## config.mk

```make
export PLATFORM = sky130hd
export DESIGN_NAME = subinst_rr_scheduler
export DESIGN_NICKNAME = d
export VERILOG_FILES = /design/src/rtl/subinst_sched_pkg.sv /design/src/rtl/subinst_rr_pick.sv /design/src/rtl/subinst_rr_scheduler.sv
export SDC_FILE = /design/constraint.sdc
export NUM_CORES = 1
export LEC_CHECK = 0
export CAP_MARGIN = 10
export CORE_MARGIN = 1
export CORE_UTILIZATION = 51
export CTS_BUF_LIST = sky130_fd_sc_hd__clkbuf_8 sky130_fd_sc_hd__clkbuf_16
export DETAILED_ROUTE_END_ITERATION = 10
export HOLD_SLACK_MARGIN = 0.06
export PLACE_DENSITY = 0.77
export SLEW_MARGIN = 20
export SYNTH_ARGS = -nofsm -noshare
export SYNTH_HDL_FRONTEND = slang
export SYNTH_SLANG_ARGS = --single-unit
```

## constraint.sdc

```tcl
create_clock -name clk -period 3.29 [get_ports clk]
set_clock_uncertainty 0.15 [all_clocks]
set_input_delay 0.987 -clock clk [delete_from_list [all_inputs] [get_ports clk]]
set_output_delay 0.987 -clock clk [all_outputs]
set_load 0.03 [all_outputs]
```

## src/rtl/subinst_sched_pkg.sv

```systemverilog
// Shared types and default sizes for the sub-instance round-robin scheduler.
package subinst_sched_pkg;

  typedef enum logic [1:0] {
    IDLE    = 2'd0,
    GRANT   = 2'd1,
    RELEASE = 2'd2
  } sched_state_e;

  localparam int NUM_REQ_DEFAULT  = 5;
  localparam int MAX_HOLD_DEFAULT = 16;

endpackage

```

## src/rtl/subinst_rr_pick.sv

```systemverilog
// Combinational rotate-priority picker: first set req bit at or after ptr, wrapping.
module subinst_rr_pick
  import subinst_sched_pkg::*;
#(
  parameter int NUM_REQ = NUM_REQ_DEFAULT,
  parameter int ID_W    = $clog2(NUM_REQ)
) (
  input  logic [NUM_REQ-1:0] req,
  input  logic [ID_W-1:0]    ptr,
  output logic               any_req,
  output logic [ID_W-1:0]    winner
);

  always_comb begin
    int idx;
    idx     = 0;
    any_req = 1'b0;
    winner  = '0;
    for (int i = 0; i < NUM_REQ; i++) begin
      idx = int'(ptr) + i;
      if (idx >= NUM_REQ) idx = idx - NUM_REQ;
      if (!any_req && req[idx]) begin
        any_req = 1'b1;
        winner  = ID_W'(idx);
      end
    end
  end

endmodule

```

## src/rtl/subinst_rr_scheduler.sv

```systemverilog
// Round-robin scheduler sharing one resource among NUM_REQ child instances.
// Optional hold-limit preemption with timeout_o pulse: define SUBINST_RR_SCHED_TIMEOUT_EN.
module subinst_rr_scheduler
  import subinst_sched_pkg::*;
#(
  parameter int NUM_REQ  = NUM_REQ_DEFAULT,
  parameter int ID_W     = $clog2(NUM_REQ),
  parameter int MAX_HOLD = MAX_HOLD_DEFAULT
) (
  input  logic               clk,
  input  logic               rst,
  input  logic [NUM_REQ-1:0] req,
  input  logic [NUM_REQ-1:0] done,
  output logic [NUM_REQ-1:0] gnt,
  output logic               gnt_valid,
  output logic [ID_W-1:0]    gnt_id,
  output logic               busy
`ifdef SUBINST_RR_SCHED_TIMEOUT_EN
  ,
  output logic               timeout_o
`endif
);

  if (NUM_REQ < 2) begin : g_chk_req
    $error("subinst_rr_scheduler: NUM_REQ must be at least 2");
  end
  if (MAX_HOLD < 2) begin : g_chk_hold
    $error("subinst_rr_scheduler: MAX_HOLD must be at least 2");
  end

  sched_state_e    state;
  logic [ID_W-1:0] ptr;
  logic            any_req;
  logic [ID_W-1:0] winner;
  logic            holder_done;
  logic            holder_gone;
  logic            release_c;
  logic [ID_W-1:0] next_ptr;

  subinst_rr_pick #(
    .NUM_REQ (NUM_REQ),
    .ID_W    (ID_W)
  ) u_pick (
    .req     (req),
    .ptr     (ptr),
    .any_req (any_req),
    .winner  (winner)
  );

  assign holder_done = done[gnt_id];
  assign holder_gone = !req[gnt_id];
  assign next_ptr    = (gnt_id == ID_W'(NUM_REQ - 1)) ? '0 : gnt_id + 1'b1;

`ifdef SUBINST_RR_SCHED_TIMEOUT_EN
  localparam int HC_W = $clog2(MAX_HOLD);
  logic [HC_W-1:0] hold_cnt;
  logic            hold_expired;

  assign hold_expired = (hold_cnt == HC_W'(MAX_HOLD - 1));
  assign release_c    = holder_done || holder_gone || hold_expired;
`else
  assign release_c    = holder_done || holder_gone;
`endif

  assign gnt_valid = |gnt;
  assign busy      = (state != IDLE);

  // RELEASE arbitrates like IDLE so back-to-back grants are separated by one dead cycle
  always_ff @(posedge clk or posedge rst) begin
    if (rst) begin
      state  <= IDLE;
      gnt    <= '0;
      gnt_id <= '0;
      ptr    <= '0;
`ifdef SUBINST_RR_SCHED_TIMEOUT_EN
      hold_cnt  <= '0;
      timeout_o <= 1'b0;
`endif
    end else begin
`ifdef SUBINST_RR_SCHED_TIMEOUT_EN
      timeout_o <= 1'b0;
`endif
      unique case (state)
        IDLE, RELEASE: begin
          if (any_req) begin
            state  <= GRANT;
            gnt    <= NUM_REQ'(1) << winner;
            gnt_id <= winner;
`ifdef SUBINST_RR_SCHED_TIMEOUT_EN
            hold_cnt <= '0;
`endif
          end else begin
            state <= IDLE;
          end
        end
        GRANT: begin
          if (release_c) begin
            state <= RELEASE;
            gnt   <= '0;
            ptr   <= next_ptr;
`ifdef SUBINST_RR_SCHED_TIMEOUT_EN
            timeout_o <= !holder_done && !holder_gone;
`endif
          end
`ifdef SUBINST_RR_SCHED_TIMEOUT_EN
          if (!hold_expired) hold_cnt <= hold_cnt + 1'b1;
`endif
        end
        default: begin
          state <= IDLE;
          gnt   <= '0;
        end
      endcase
    end
  end

endmodule

```

# Word-level counts from Yosys, hierarchy flattened
# Index checks and enable logic that the tools add are counted.
# word_totals
reg_bits	13
in_bits	12
elab_cells	89
# classes
n_addsub	10
order_cmp	11
eq_ne	5
shifts	1
mux	41
reduce_logical	17
# ops
cell	n
32-bit by 5-bit less-than comparator with 1-bit output, second input constant	5
32-bit two-way mux	5
32-bit by 4-bit >= comparator with 1-bit output, second input constant	4
32-bit by 4-bit subtractor with 32-bit output, second input constant	4
1-bit binary-select mux with 3-bit select	7
1-bit two-way mux	18
3-bit two-way mux	6
5-bit two-way mux	2
5-bit case mux with 2 select lines	1
3-bit by 2-bit adder with 4-bit output, second input constant	2
2-bit AND reduction	3
1-bit logical NOT	5
5-bit OR reduction	1
1-bit by 3-bit left shift with 5-bit output, first input constant	1
3-bit by 1-bit adder with 4-bit output, second input constant	1
3-bit by 3-bit adder with 4-bit output, second input constant	1
1-bit logical AND	4
3-bit by 4-bit less-than comparator with 1-bit output, second input constant	1
2-bit != test, second input constant	2
2-bit case mux with 2 select lines	1
3-bit by 3-bit subtractor with 4-bit output, second input constant	1
3-bit by 1-bit adder with 3-bit output, second input constant	1
3-bit equality test, second input constant	1
3-bit >= comparator, second input constant	1
7 further kinds	7

# Depth between registers and ports, before layout
# logic_depth
word_depth	21
ltp_mapped	13
ltp_nobuf	13

# By module
# From an unflattened synthesis, not the netlist that was laid out.
# hier_totals
cells_unflattened	209
area_unflattened_um2	1796.7
# by_module_without_submodules
module	n_inst	cells_each	area_per_inst_um2	seq_area_each_um2
subinst_rr_pick	1	139	1102.3	0.0
subinst_rr_scheduler	1	70	694.4	325.3

# Worst setup path before layout
# OpenSTA, ideal clock, no wires.
# synth_path
path_type	register -> register
from	reg ptr[0]
to	reg gnt[0]
setup_ns	0.122
t_arrival_ns	2.996
required_time_ns	3.018
slack_ns	0.023
stages_incl_launch_ff	13
n_path_buf	0
cell_sequence	dfrtp_1 > inv_2 > ha_1 > inv_1 > fa_1 > a21oi_1 > nor3_1 > a311o_1 > a21oi_2 > mux2_2 > a22oi_1 > a211oi_2 > a32o_1
# synth_via
elab_chain_len	21
elab_cells_between_ends	57
# synth_lines
element	line_no	rtl
start: declaration	subinst_rr_scheduler.sv:32	logic [ID_W-1:0] ptr;
start signal: assignment	subinst_rr_scheduler.sv:100	ptr <= next_ptr;
branches (longest 21 deep; another with 32-bit by 4-bit subtractor with 32-bit output)	-	
end signal: assignment	subinst_rr_scheduler.sv:87	gnt <= NUM_REQ'(1) << winner;
end: declaration	subinst_rr_scheduler.sv:14	output logic [NUM_REQ-1:0] gnt,
# Parallel ways; which one is timed is not known. The select of a mux whose other input is x is not followed.
# A chain may end at the register's enable or synchronous reset.

# Worst setup path after layout
# layout_path
from	reg ptr[1]
to	reg gnt[1]
# The elaborated chain is that of the path after synthesis.

==> impl_metrics.py <==
metrics = {
    "status": {
        "run_status": "finished with violations",
        "violated_checks": "negative setup slack",
    },
    "timing": {
        "maxClockFrequency_mhz": 299,
        "final_min_period_over_clock_period_pct": 102,
        "worstMarginPinSlew_ns": 0.516,
        "slew_violations": 0,
        "final_hold_slack_ns": 0.367,
        "post-route-min-period_ns": 3.35,
        "finalHoldViolations": 0,
        "unrepaired_setup_endpoints_after_global_routing": "yes",
        "worst_slack_ns": -0.0570,
        "setup_viol": 3,
        "relSlewSlack_pct": 65.5,
    },
    "setup_path": {
        "path_buf_inv": 4,
        "slowest_stage": "dfrtp_1",
        "arrival_time_of_the_worst_setup_path_ns": 3.32,
        "cp_top_delay_family": "compound AO/OA/AOI/OAI gates",
        "r2r_slack_ns": -0.06,
        "worst_ep_required_time_ns": 3.26,
        "crit_chain": "buf_4 > buf_6 > ha_4 > buf_4 > a211oi_2 > a211oi_1 > a211oi_2 > a21oi_2 > buf_4 > a2111oi_4 > and2_4 > nand3_2 > o211a_4 > a32o_1",
        "timing.setup.critical_path_class": "reg2reg",
        "timing.critical_path.mode_cell": "buf_4",
        "crit_path_start_kind": "flop",
        "timing.critical_path.fanout_max": 8,
        "crit_path_end_kind": "flop",
        "critical_path.max_stage_delay_ns": 0.41,
    },
    "yosys": {
        "netlist-cell-type-count": 67,
        "synthesis.instances": 200,
        "synth.yosys.seq_area_share_pct": 18.9,
        "syn-mean-instance-area_um2": 8.61,
        "yosysWarnings": 0,
        "synthDominantCellAreaShare_pct": 18.9,
        "synthesis.area_um2": 1720,
        "synth.cells.most_frequent": "19 x nand2_1, 16 x nor2_1, 15 x inv_1",
        "synth_net_count": 223,
        "synth.ff_latch_count": 13,
        "synth_most_common_cell": "nand2_1",
        "synth_enable_flop_cells": 0,
        "ys_top_cells_by_area": "dfrtp_1 19%, ha_1 7.3%, nand2_1 4.1%",
        "yosys_most_used_dff": "dfrtp_1",
        "yosysTopAreaCell": "dfrtp_1",
        "synth-async-reset-ratio_pct": 100,
    },
    "global_routing": {
        "grt_start_max_net_pins": 24,
        "grt.met2_usage_pct": 61.1,
        "grt_overflow_total": 0,
        "global_route_met1_utilization_pct": 37.2,
        "met3_usage_pct": 2.16,
        "globalRouteTotalUtil_pct": 33.0,
        "grt_antenna_before_repair": 0,
        "grt_first_pass_wirelength_um": 8670,
        "grt.busiest_layer": "met2",
        "first_global_vias": 1874,
    },
    "floorplanning": {
        "die_height_um": 60.1,
        "fp-row-count": 20,
        "initial_utilization_pct": 55.1,
        "die_width_um": 60.1,
        "die-area_um2": 3610,
        "coreArea_um2": 3130,
        "io_pins": 22,
    },
    "cts": {
        "tritoncts_num_sinks": 13,
        "clk_root_buffer_cell": "clkbuf_8",
        "cts.path.max_buffers": 2,
        "clkLatencyLatePin_ns": 0.24,
        "clk_pin_slew_ns": 0.06,
        "tritoncts": "built",
        "cts_hold_buf": 0,
        "tritoncts.num_buffers": 3,
        "clock_tree.htree_level_count": 1,
    },
    "placement": {
        "final_replace_weighted_congestion": 0.912,
        "place_hpwl_um": 4290,
        "dp_area_um2": 2260,
        "pre_cts_ws_ns": -0.406,
        "buffer_ports.inserted": 21,
    },
    "routing": {
        "post-route-drc-count": 0,
        "vias": 1920,
        "remaining_antenna_violation_count_after_routing": 0,
        "avgViaCountPerCell": 6.11,
        "route.detailed.wl_per_inst_um": 18.0,
        "drt_first_iter_violations": 134,
        "detail_route.wirelength_um": 5670,
        "detailedRoute.firstPassIterationCount": 4,
    },
    "final_layout": {
        "final_design_area_no_fill_um2": 2520,
        "finish.net_count": 294,
        "final_layout_size_suffix_gt1_share_pct": 39.3,
        "area_growth_syn_to_layout_pct": 46.5,
        "antenna-diode-count": 0,
        "layout.core_utilization_pct": 80.7,
    },
    "worst_hold_path": {
        "worst_hold_path_type": "reg2reg",
    },
    "job": {
        "max-cap-violations": 0,
    },
}
worst min-delay path, stage by stage, from the launching register on:
cell     delay [ns]
dfrtp_1        0.36
nand2_1        0.07
o31ai_2        0.05
registers in the layout, summed over array words and instances, names as in the netlist:
| register | count |
|---|---|
| gnt_id | 3 |
| state | 2 |
| gnt | 5 |
| ptr | 3 |
placed cells by master (no fill, tap or decap), drive strengths merged, types with 3 or more instances in the layout:
| cell | n |
|---|---|
| a21o | 5 |
| inv | 17 |
| nor2b | 4 |
| nand2 | 20 |
| clkdlybuf4s50 | 18 |
| a21oi | 15 |
| mux2 | 3 |
| o21ai | 10 |
| clkbuf | 3 |
| a211oi | 5 |
| ha | 10 |
| dfrtp | 13 |
| mux2i | 5 |
| nor3 | 8 |
| nand3 | 5 |
| a31oi | 5 |
| nor2 | 17 |
| o31ai | 6 |
| dlygate4sd2 | 3 |
| a211o | 3 |
| buf | 52 |
| a2111oi | 3 |
per-layer routing:
metal / share of wire, % / routed length, µm
met1: 40 / 2280
met4: 3.1 / 174
met5: 0 / 0
met3: 4.1 / 233
met2: 53 / 2980
metrics by stage:
step | instances | TNS [ns]
2_1_floorplan | 200 | 0
4_1_cts | 308 | -0.0237
5_1_grt | 314 | -0.985
3_3_place_gp | 300 | -2.19
3_5_place_dp | 300 | -3.03
6_report | 314 | -0.120
final cells by class:
class	count	area, µm²
Multi-Input combinational cell	164	1430
Timing Repair Buffer	73	608
Fill cell	207	604
Sequential cell	13	325
Inverter	16	60.1
Tap cell	44	55.1
Clock buffer	3	41.3
Clock inverter	1	3.75
logic make-up after synthesis:
family                   synth area share, %
AND/OR/NAND/NOR                         22.4
adder cells (fa/ha/maj)                 8.42
AO/OA/AOI/OAI                           35.6
flip-flops                              18.9
XOR/XNOR                                2.40
multiplexers                            6.17
buffers and inverters                   6.17
timing repair:
| action | 4_1_cts | 5_1_grt |
|---|---|---|
| endpoints found under the setup margin | 9 | 9 |
| gates resized for setup | 18 | 19 |
| gates cloned | 0 | 0 |
| pin swaps | 6 | 5 |
| setup buffers | 4 | 6 |
worst paths after layout:
kind                            startpoint      to  depth (start not counted)
worst max-delay path                ptr[1]  gnt[1]                         14
worst min-delay path                gnt[2]  gnt[2]                          2
worst max register to register      ptr[1]  gnt[1]                         14
worst min register to register      gnt[2]  gnt[2]                          2
max in group asynchronous              rst  gnt[4]                          2
min in group asynchronous              rst  ptr[1]                          2
Power is left out: the tool's default activity adds up to more than one toggle a clock period on the data nets, which glitch-free logic cannot reach.
